$ cat src/rtl/fifo_arb_pkg.sv
// Shared types and helpers for the FIFO write arbiter.
// Holds the two-state FSM encoding, the per-requester statistics counter width
// and the helper that sizes requester index fields.
package fifo_arb_pkg;

  typedef enum logic {
    ST_IDLE  = 1'b0,
    ST_BURST = 1'b1
  } state_t;

  localparam int STAT_W = 16;

  // A single requester still needs a one-bit index field, so never return zero
  function automatic int calc_idx_w(input int n);
    if (n > 1) return $clog2(n);
    else       return 1;
  endfunction

endpackage

$ cat src/rtl/fifo_wr_arbiter_rr_pick.sv
// Combinational round-robin picker.
// Scans the request vector starting at i_ptr, wrapping from the top index back
// to 0, and reports the first active requester as a one-hot grant plus index.
module rr_pick
  import fifo_arb_pkg::*;
#(
  parameter int N_REQ = 4,
  parameter int IDX_W = calc_idx_w(N_REQ)
) (
  input  logic [N_REQ-1:0] i_req,
  input  logic [IDX_W-1:0] i_ptr,
  output logic [N_REQ-1:0] o_grant,
  output logic [IDX_W-1:0] o_idx,
  output logic             o_found
);

  function automatic int wrapIdx(input int ptr, input int ofs);
    return (ptr + ofs) % N_REQ;
  endfunction

  // First requester at or after the pointer wins; later candidates are masked by o_found
  always_comb begin
    o_grant = '0;
    o_idx   = '0;
    o_found = 1'b0;
    for (int i = 0; i < N_REQ; i++) begin
      if (!o_found && i_req[wrapIdx(int'(i_ptr), i)]) begin
        o_found                           = 1'b1;
        o_idx                             = IDX_W'(wrapIdx(int'(i_ptr), i));
        o_grant[wrapIdx(int'(i_ptr), i)]  = 1'b1;
      end
    end
  end

endmodule

$ cat src/rtl/fifo_wr_arbiter.sv
// Burst-oriented write arbiter in front of a FIFO.
// Idle arbitration grants one requester round-robin when the FIFO can take a
// whole burst; the burst then streams combinationally into the FIFO until the
// requester marks last, the beat limit is hit, or its valid drops.
// Optional feature: define FIFO_ARB_STAT_EN to add o_grant_cnt, one saturating
// 16-bit burst-start counter per requester.
module fifo_wr_arbiter
  import fifo_arb_pkg::*;
#(
  parameter int WIDTH     = 8,
  parameter int N_REQ     = 4,
  parameter int BURST_LEN = 4,
  parameter int REMAIN_W  = 9,
  localparam int IDX_W    = calc_idx_w(N_REQ)
) (
  input  logic                   i_clk,
  input  logic                   i_rstn,
  input  logic [N_REQ-1:0]       i_req_valid,
  input  logic [N_REQ*WIDTH-1:0] i_req_data,
  input  logic [N_REQ-1:0]       i_req_last,
  output logic [N_REQ-1:0]       o_req_ready,
  input  logic                   i_fifo_full,
  input  logic [REMAIN_W-1:0]    i_fifo_remain,
  output logic                   o_fifo_wen,
  output logic [WIDTH-1:0]       o_fifo_wdata,
  output logic [IDX_W-1:0]       o_fifo_wid,
  output logic [N_REQ-1:0]       o_grant,
  output logic                   o_busy
`ifdef FIFO_ARB_STAT_EN
  ,
  output logic [N_REQ*STAT_W-1:0] o_grant_cnt
`endif
);

  localparam int CNT_W = $clog2(BURST_LEN + 1);

  state_t           r_state, w_stateNext;
  logic [N_REQ-1:0] r_grant, w_grantNext;
  logic [IDX_W-1:0] r_gIdx, w_gIdxNext;
  logic [IDX_W-1:0] r_rrPtr, w_rrPtrNext;
  logic [CNT_W-1:0] r_beatCnt, w_beatCntNext;

  logic [N_REQ-1:0] w_pickGrant;
  logic [IDX_W-1:0] w_pickIdx;
  logic             w_pickFound;

  logic w_arbFire, w_inBurst, w_validG, w_lastG, w_accept, w_burstEnd;

  rr_pick #(
    .N_REQ (N_REQ),
    .IDX_W (IDX_W)
  ) u_pick (
    .i_req   (i_req_valid),
    .i_ptr   (r_rrPtr),
    .o_grant (w_pickGrant),
    .o_idx   (w_pickIdx),
    .o_found (w_pickFound)
  );

  // A burst is only started when the FIFO is guaranteed room for all of it
  assign w_arbFire  = w_pickFound & ~i_fifo_full & (i_fifo_remain >= REMAIN_W'(BURST_LEN));
  assign w_inBurst  = (r_state == ST_BURST);
  assign w_validG   = i_req_valid[r_gIdx];
  assign w_lastG    = i_req_last[r_gIdx];
  assign w_accept   = w_inBurst & w_validG & ~i_fifo_full;
  assign w_burstEnd = w_inBurst &
                      (~w_validG |
                       (w_accept & (w_lastG | ((r_beatCnt + 1'b1) == CNT_W'(BURST_LEN)))));

  assign o_grant = r_grant;
  assign o_busy  = w_inBurst;

  // State, grant, owner, pointer and beat count registers
  always_ff @(posedge i_clk or negedge i_rstn) begin
    if (!i_rstn) begin
      r_state   <= ST_IDLE;
      r_grant   <= '0;
      r_gIdx    <= '0;
      r_rrPtr   <= '0;
      r_beatCnt <= '0;
    end else begin
      r_state   <= w_stateNext;
      r_grant   <= w_grantNext;
      r_gIdx    <= w_gIdxNext;
      r_rrPtr   <= w_rrPtrNext;
      r_beatCnt <= w_beatCntNext;
    end
  end

  // Next-state decode plus the combinational FIFO push path of the granted requester
  always_comb begin
    w_stateNext   = r_state;
    w_grantNext   = r_grant;
    w_gIdxNext    = r_gIdx;
    w_rrPtrNext   = r_rrPtr;
    w_beatCntNext = r_beatCnt;
    o_req_ready   = '0;
    o_fifo_wen    = 1'b0;
    o_fifo_wdata  = '0;
    o_fifo_wid    = '0;
    case (r_state)
      ST_IDLE: begin
        w_grantNext = '0;
        if (w_arbFire) begin
          w_stateNext   = ST_BURST;
          w_grantNext   = w_pickGrant;
          w_gIdxNext    = w_pickIdx;
          w_beatCntNext = '0;
        end
      end
      ST_BURST: begin
        o_req_ready[r_gIdx] = ~i_fifo_full;
        o_fifo_wen          = w_validG & ~i_fifo_full;
        o_fifo_wdata        = i_req_data[int'(r_gIdx)*WIDTH +: WIDTH];
        o_fifo_wid          = r_gIdx;
        if (w_burstEnd) begin
          w_stateNext   = ST_IDLE;
          w_grantNext   = '0;
          w_beatCntNext = '0;
          w_rrPtrNext   = (int'(r_gIdx) == N_REQ - 1) ? '0 : r_gIdx + 1'b1;
        end else if (w_accept) begin
          w_beatCntNext = r_beatCnt + 1'b1;
        end
      end
      default: begin
        w_stateNext = ST_IDLE;
        w_grantNext = '0;
      end
    endcase
  end

`ifdef FIFO_ARB_STAT_EN
  logic [STAT_W-1:0] r_grantCnt [N_REQ];

  // Count burst starts per requester, sticking at all-ones instead of wrapping
  always_ff @(posedge i_clk or negedge i_rstn) begin
    if (!i_rstn) begin
      for (int k = 0; k < N_REQ; k++) r_grantCnt[k] <= '0;
    end else if ((r_state == ST_IDLE) && w_arbFire) begin
      for (int k = 0; k < N_REQ; k++) begin
        if (w_pickGrant[k] && (r_grantCnt[k] != '1)) r_grantCnt[k] <= r_grantCnt[k] + 1'b1;
      end
    end
  end

  for (genvar g = 0; g < N_REQ; g++) begin : g_statOut
    assign o_grant_cnt[g*STAT_W +: STAT_W] = r_grantCnt[g];
  end
`endif

endmodule

$ cat config.mk
export PLATFORM = sky130hd
export DESIGN_NAME = fifo_wr_arbiter
export DESIGN_NICKNAME = d
export VERILOG_FILES = /design/src/rtl/fifo_arb_pkg.sv /design/src/rtl/fifo_wr_arbiter_rr_pick.sv /design/src/rtl/fifo_wr_arbiter.sv
export SDC_FILE = /design/constraint.sdc
export NUM_CORES = 1
export LEC_CHECK = 0
export BUFFER_PORTS_ARGS = -buffer_cell sky130_fd_sc_hd__buf_2
export CAP_MARGIN = 20
export CORE_MARGIN = 5
export CORE_UTILIZATION = 45
export DETAILED_ROUTE_END_ITERATION = 8
export PLACE_DENSITY = 0.79
export SLEW_MARGIN = 20
export SYNTH_ARGS = -nofsm -noshare
export SYNTH_HDL_FRONTEND = slang
export SYNTH_SLANG_ARGS = --single-unit
$ cat constraint.sdc
create_clock -name i_clk -period 3.1 [get_ports i_clk]
set_input_delay 0.155 -clock i_clk [delete_from_list [all_inputs] [get_ports i_clk]]
set_output_delay 0.155 -clock i_clk [all_outputs]
set_load 0.005 [all_outputs]
==> flow_summary_export.csv <==
group,metric,value,unit
global_route,grt_start_max_net_pins,19,
detailed_routing,wire_per_inst,14.94,microns
final_layout,ff_latch_area,300.3,sq um
global_route,grt_pass1_vias,1344,
synth,syn_avg_cell_area,10.11,sq um
final_layout,stdcell_count,251,
synth,synth_edf_count,0,
synth,ys_warn_count,0,
synth,synth_nets,209,
detailed_routing,viasPerCell,5.502,
power,power.density,787.2,nW/um^2
final_layout,drive_gt1_frac,0.4493,
synth,synth_area_leaders,"dfrtp_1 (21%), mux4_2 (19%), ha_1 (12%)",
synth,ys_seq_elements,12,
clocking,insertion_delay,0.27,ns
setup_path,arrival,2.52,ns
clocking,clkSinkCount,12,
status,outcome,"completed",
setup_path,critical_path_class,"register to register",
timing,worst_slew_margin_rel,0.6409,
setup_path,end_kind,"register",
synth,synth_top_family_by_area,"multiplexers",
synth,netlist_area,1445,sq um
power,internal-power,0.7979,mW
clocking,cts-root-buf,"clkbuf_4",
power,switchingPower,0.6471,mW
synth,muxShareOfSynthArea,0.2485,
floorplanning,start_util,0.4695,
synth,synth_common_cells,"and2_1 (15), ha_1 (14), dfrtp_1 (12), inv_1 (12), mux4_2 (12)",
detailed_routing,antenna_left,0,
final_layout,multi_input_area,1042,sq um
final_layout,fin_util,0.5963,
synth,yosysMostFrequentCell,"and2_1",
power,ir_drop,0.4190,mV
synth,synth_cell_types,41,
setup_path,r2r_cells,6,
final_layout,num-nets-final,275,
power,power_frac_seq,0.224,
power,power_frac_comb,0.714,
global_route,gr-total-overflow,0,
timing,skew,0.008803,ns
detailed_routing,wirelength,3749,microns
synth,synth_compound_area_frac,0.1688,
synth,synth-simple-area-share,0.1766,
timing,fin_crit,2.392,ns
setup_path,r2r_setup_slack,0.71,ns
floorplanning,io_pins,72,
timing,rsz0062_at_grt,"false",
clocking,clk_path_buf_depth,2,
synth,async_flop_share,1.000,
clocking,ctsResizeCount,0,
detailed_routing,route.detailed.drc,0,
timing,slew_violations,0,
final_layout,area_delta_synth_final,27.01,%
synth,synth_ff_type,"dfrtp_1",
global_route,grt_pass1_wl,5851,microns
setup_path,r2r-start,"r_rrPtr[1]$_DFFE_PN0P_",
worst_hold_path,hold_class,"input pin to async pin",
clocking,numCtsBuffers,3,
placement,io_buffers,69,
timing,timing.final.crit_share,0.7717,
power,power_frac_clock,0.062,
synth,yosysTopAreaCellShare,0.2078,
clocking,cts_tree,"built",
placement,hpwl,2978,microns
setup_path,cp-startpoint,"r_rrPtr[1]$_DFFE_PN0P_",
power,p_leak,0.9324,nW
timing,fmax,0.4180,GHz
floorplanning,fp.dieH,66.67,microns
timing,holdWs,0.3215,ns
final_layout,insertedDiodeCount,0,
setup_path,crit_path_start_kind,"register",
floorplanning,fp-row-count,20,
setup_path,worstReg2RegEnd,"o_grant[2]$_DFFE_PN0P_",
detailed_routing,first_pass_iters,4,
floorplanning,fp.dieW,66.67,microns
run,drv_cap,0,
synth,netlist_instances,143,
synth,synthAdderAreaFrac,0.1212,
global_route,antenna_found_initial,0,
clocking,clkTransAtPathRegs,0.07,ns
setup_path,crit_required,3.23,ns
clocking,ctsHtreeMaxLevel,1,
power,swShare,0.4478,
detailed_routing,drt_iter0_drc,79,
floorplanning,dieArea,4445,sq um
detailed_routing,vias,1381,
timing,tightest_slew,0.5386,ns
final_layout,fillCellCount,293,
timing,hold_viol_final,0,
placement,place.gp.congestion,0.8111,
global_route,globalRouteTotalUtil,0.1692,
timing,setup_tns,0,ns
floorplanning,core_area,3078,sq um
synth,synth-xor-area-share,0.006061,
timing,setup-violations-final,0,
setup_path,crit_fanout,9,
placement,numPlacedInstances,247,
synth,ys_seq_area_frac,0.2078,
synth,synth_top_area_cell,"dfrtp_1",
-- power groups by stage --
stage / sequential (mW) / clock, mW / combinational [mW]
2_1_floorplan: 0.297 / 0 / 0.786
3_3_place_gp: 0.323 / 0 / 1.00
3_5_place_dp: 0.329 / 0 / 1.04
4_1_cts: 0.326 / 0.0935 / 1.04
5_1_grt: 0.342 / 0.101 / 1.15
6_report: 0.323 / 0.0899 / 1.03
-- area by class of cell --
type	count	share of cell area
Inverter	12	0.02454
Clock buffer	3	0.01227
Timing Repair Buffer	72	0.2018
Tap cell	44	0.02999
Sequential cell	12	0.1636
Multi-Input combinational cell	108	0.5678
-- registers in the layout (all words and copies together) (netlist names) --
register / cells
r_beatCnt: 3
r_rrPtr: 2
o_grant: 4
o_busy: 1
r_gIdx: 2
-- cell families (layout without fill, tap and decap cells) --
kind of cell	after synthesis	in the layout
AND/OR/NAND/NOR	43	43
flip-flops	12	12
AO/OA/AOI/OAI	31	31
adder cells (fa/ha/maj)	14	14
buffers and inverters	23	87
multiplexers	19	19
XOR/XNOR	1	1
-- what timing repair did --
action,in CTS,in global routing
hold endpoints to repair,12,0
setup buffers,0,0
hold buffers,1,0
-- through the flow --
stage / worst slack [ns] / power (mW) / area, sq um
after CTS: 0.6864 / 1.461 / 1836
after detailed placement: 0.7170 / 1.365 / 1803
after floorplan: 0.7581 / 1.084 / 1445
after global placement: 0.7907 / 1.328 / 1803
after global routing: 0.5281 / 1.588 / 1836
final: 0.7078 / 1.445 / 1836
-- cells in the final DEF (no fill, tap or decap), drive strengths merged, types with 2 or more instances in the layout --
cell type,synthesis,layout
ha,14,14
dfrtp,12,12
o31ai,2,2
nor2b,2,2
o22ai,4,4
nor3,3,3
nor2,3,3
buf,9,71
a22oi,4,4
a21oi,3,3
mux2,2,2
nand2,9,9
nor4,2,2
nand2b,5,5
a221o,5,5
a211oi,2,2
mux4,13,13
inv,12,12
mux2i,4,4
o32ai,2,2
o21ai,5,5
and2,15,15
clkbuf,2,3
-- worst max-delay path by stage --
stage / endpoint / slack, ns / cells after the start
floorplan: o_grant[0]$_DFFE_PN0P_ / 0.76 / 7
global placement: o_grant[2]$_DFFE_PN0P_ / 0.79 / 6
detailed placement: o_grant[2]$_DFFE_PN0P_ / 0.72 / 6
CTS: o_grant[2]$_DFFE_PN0P_ / 0.69 / 6
global route: o_grant[2]$_DFFE_PN0P_ / 0.53 / 6
finish: o_grant[2]$_DFFE_PN0P_ / 0.71 / 6
-- routing by layer --
layer / up-vias / global-route usage / share of wire
met5: - / 0 / 0
met3: 5 / 0.03710 / 0.11
met1: 651 / 0.1880 / 0.38
met2: 60 / 0.3156 / 0.50
met4: 0 / 0.05330 / 0.011
li1: 665 / - / -
-- critical path: stages (launching register included) --
cell and delay, ns:
dfrtp_1 0.55, inv_1 0.18, ha_1 0.41, mux4_2 0.45, a221o_1 0.38, a22oi_1 0.16, o22ai_1 0.12
Power figures use the tool's default switching activity.
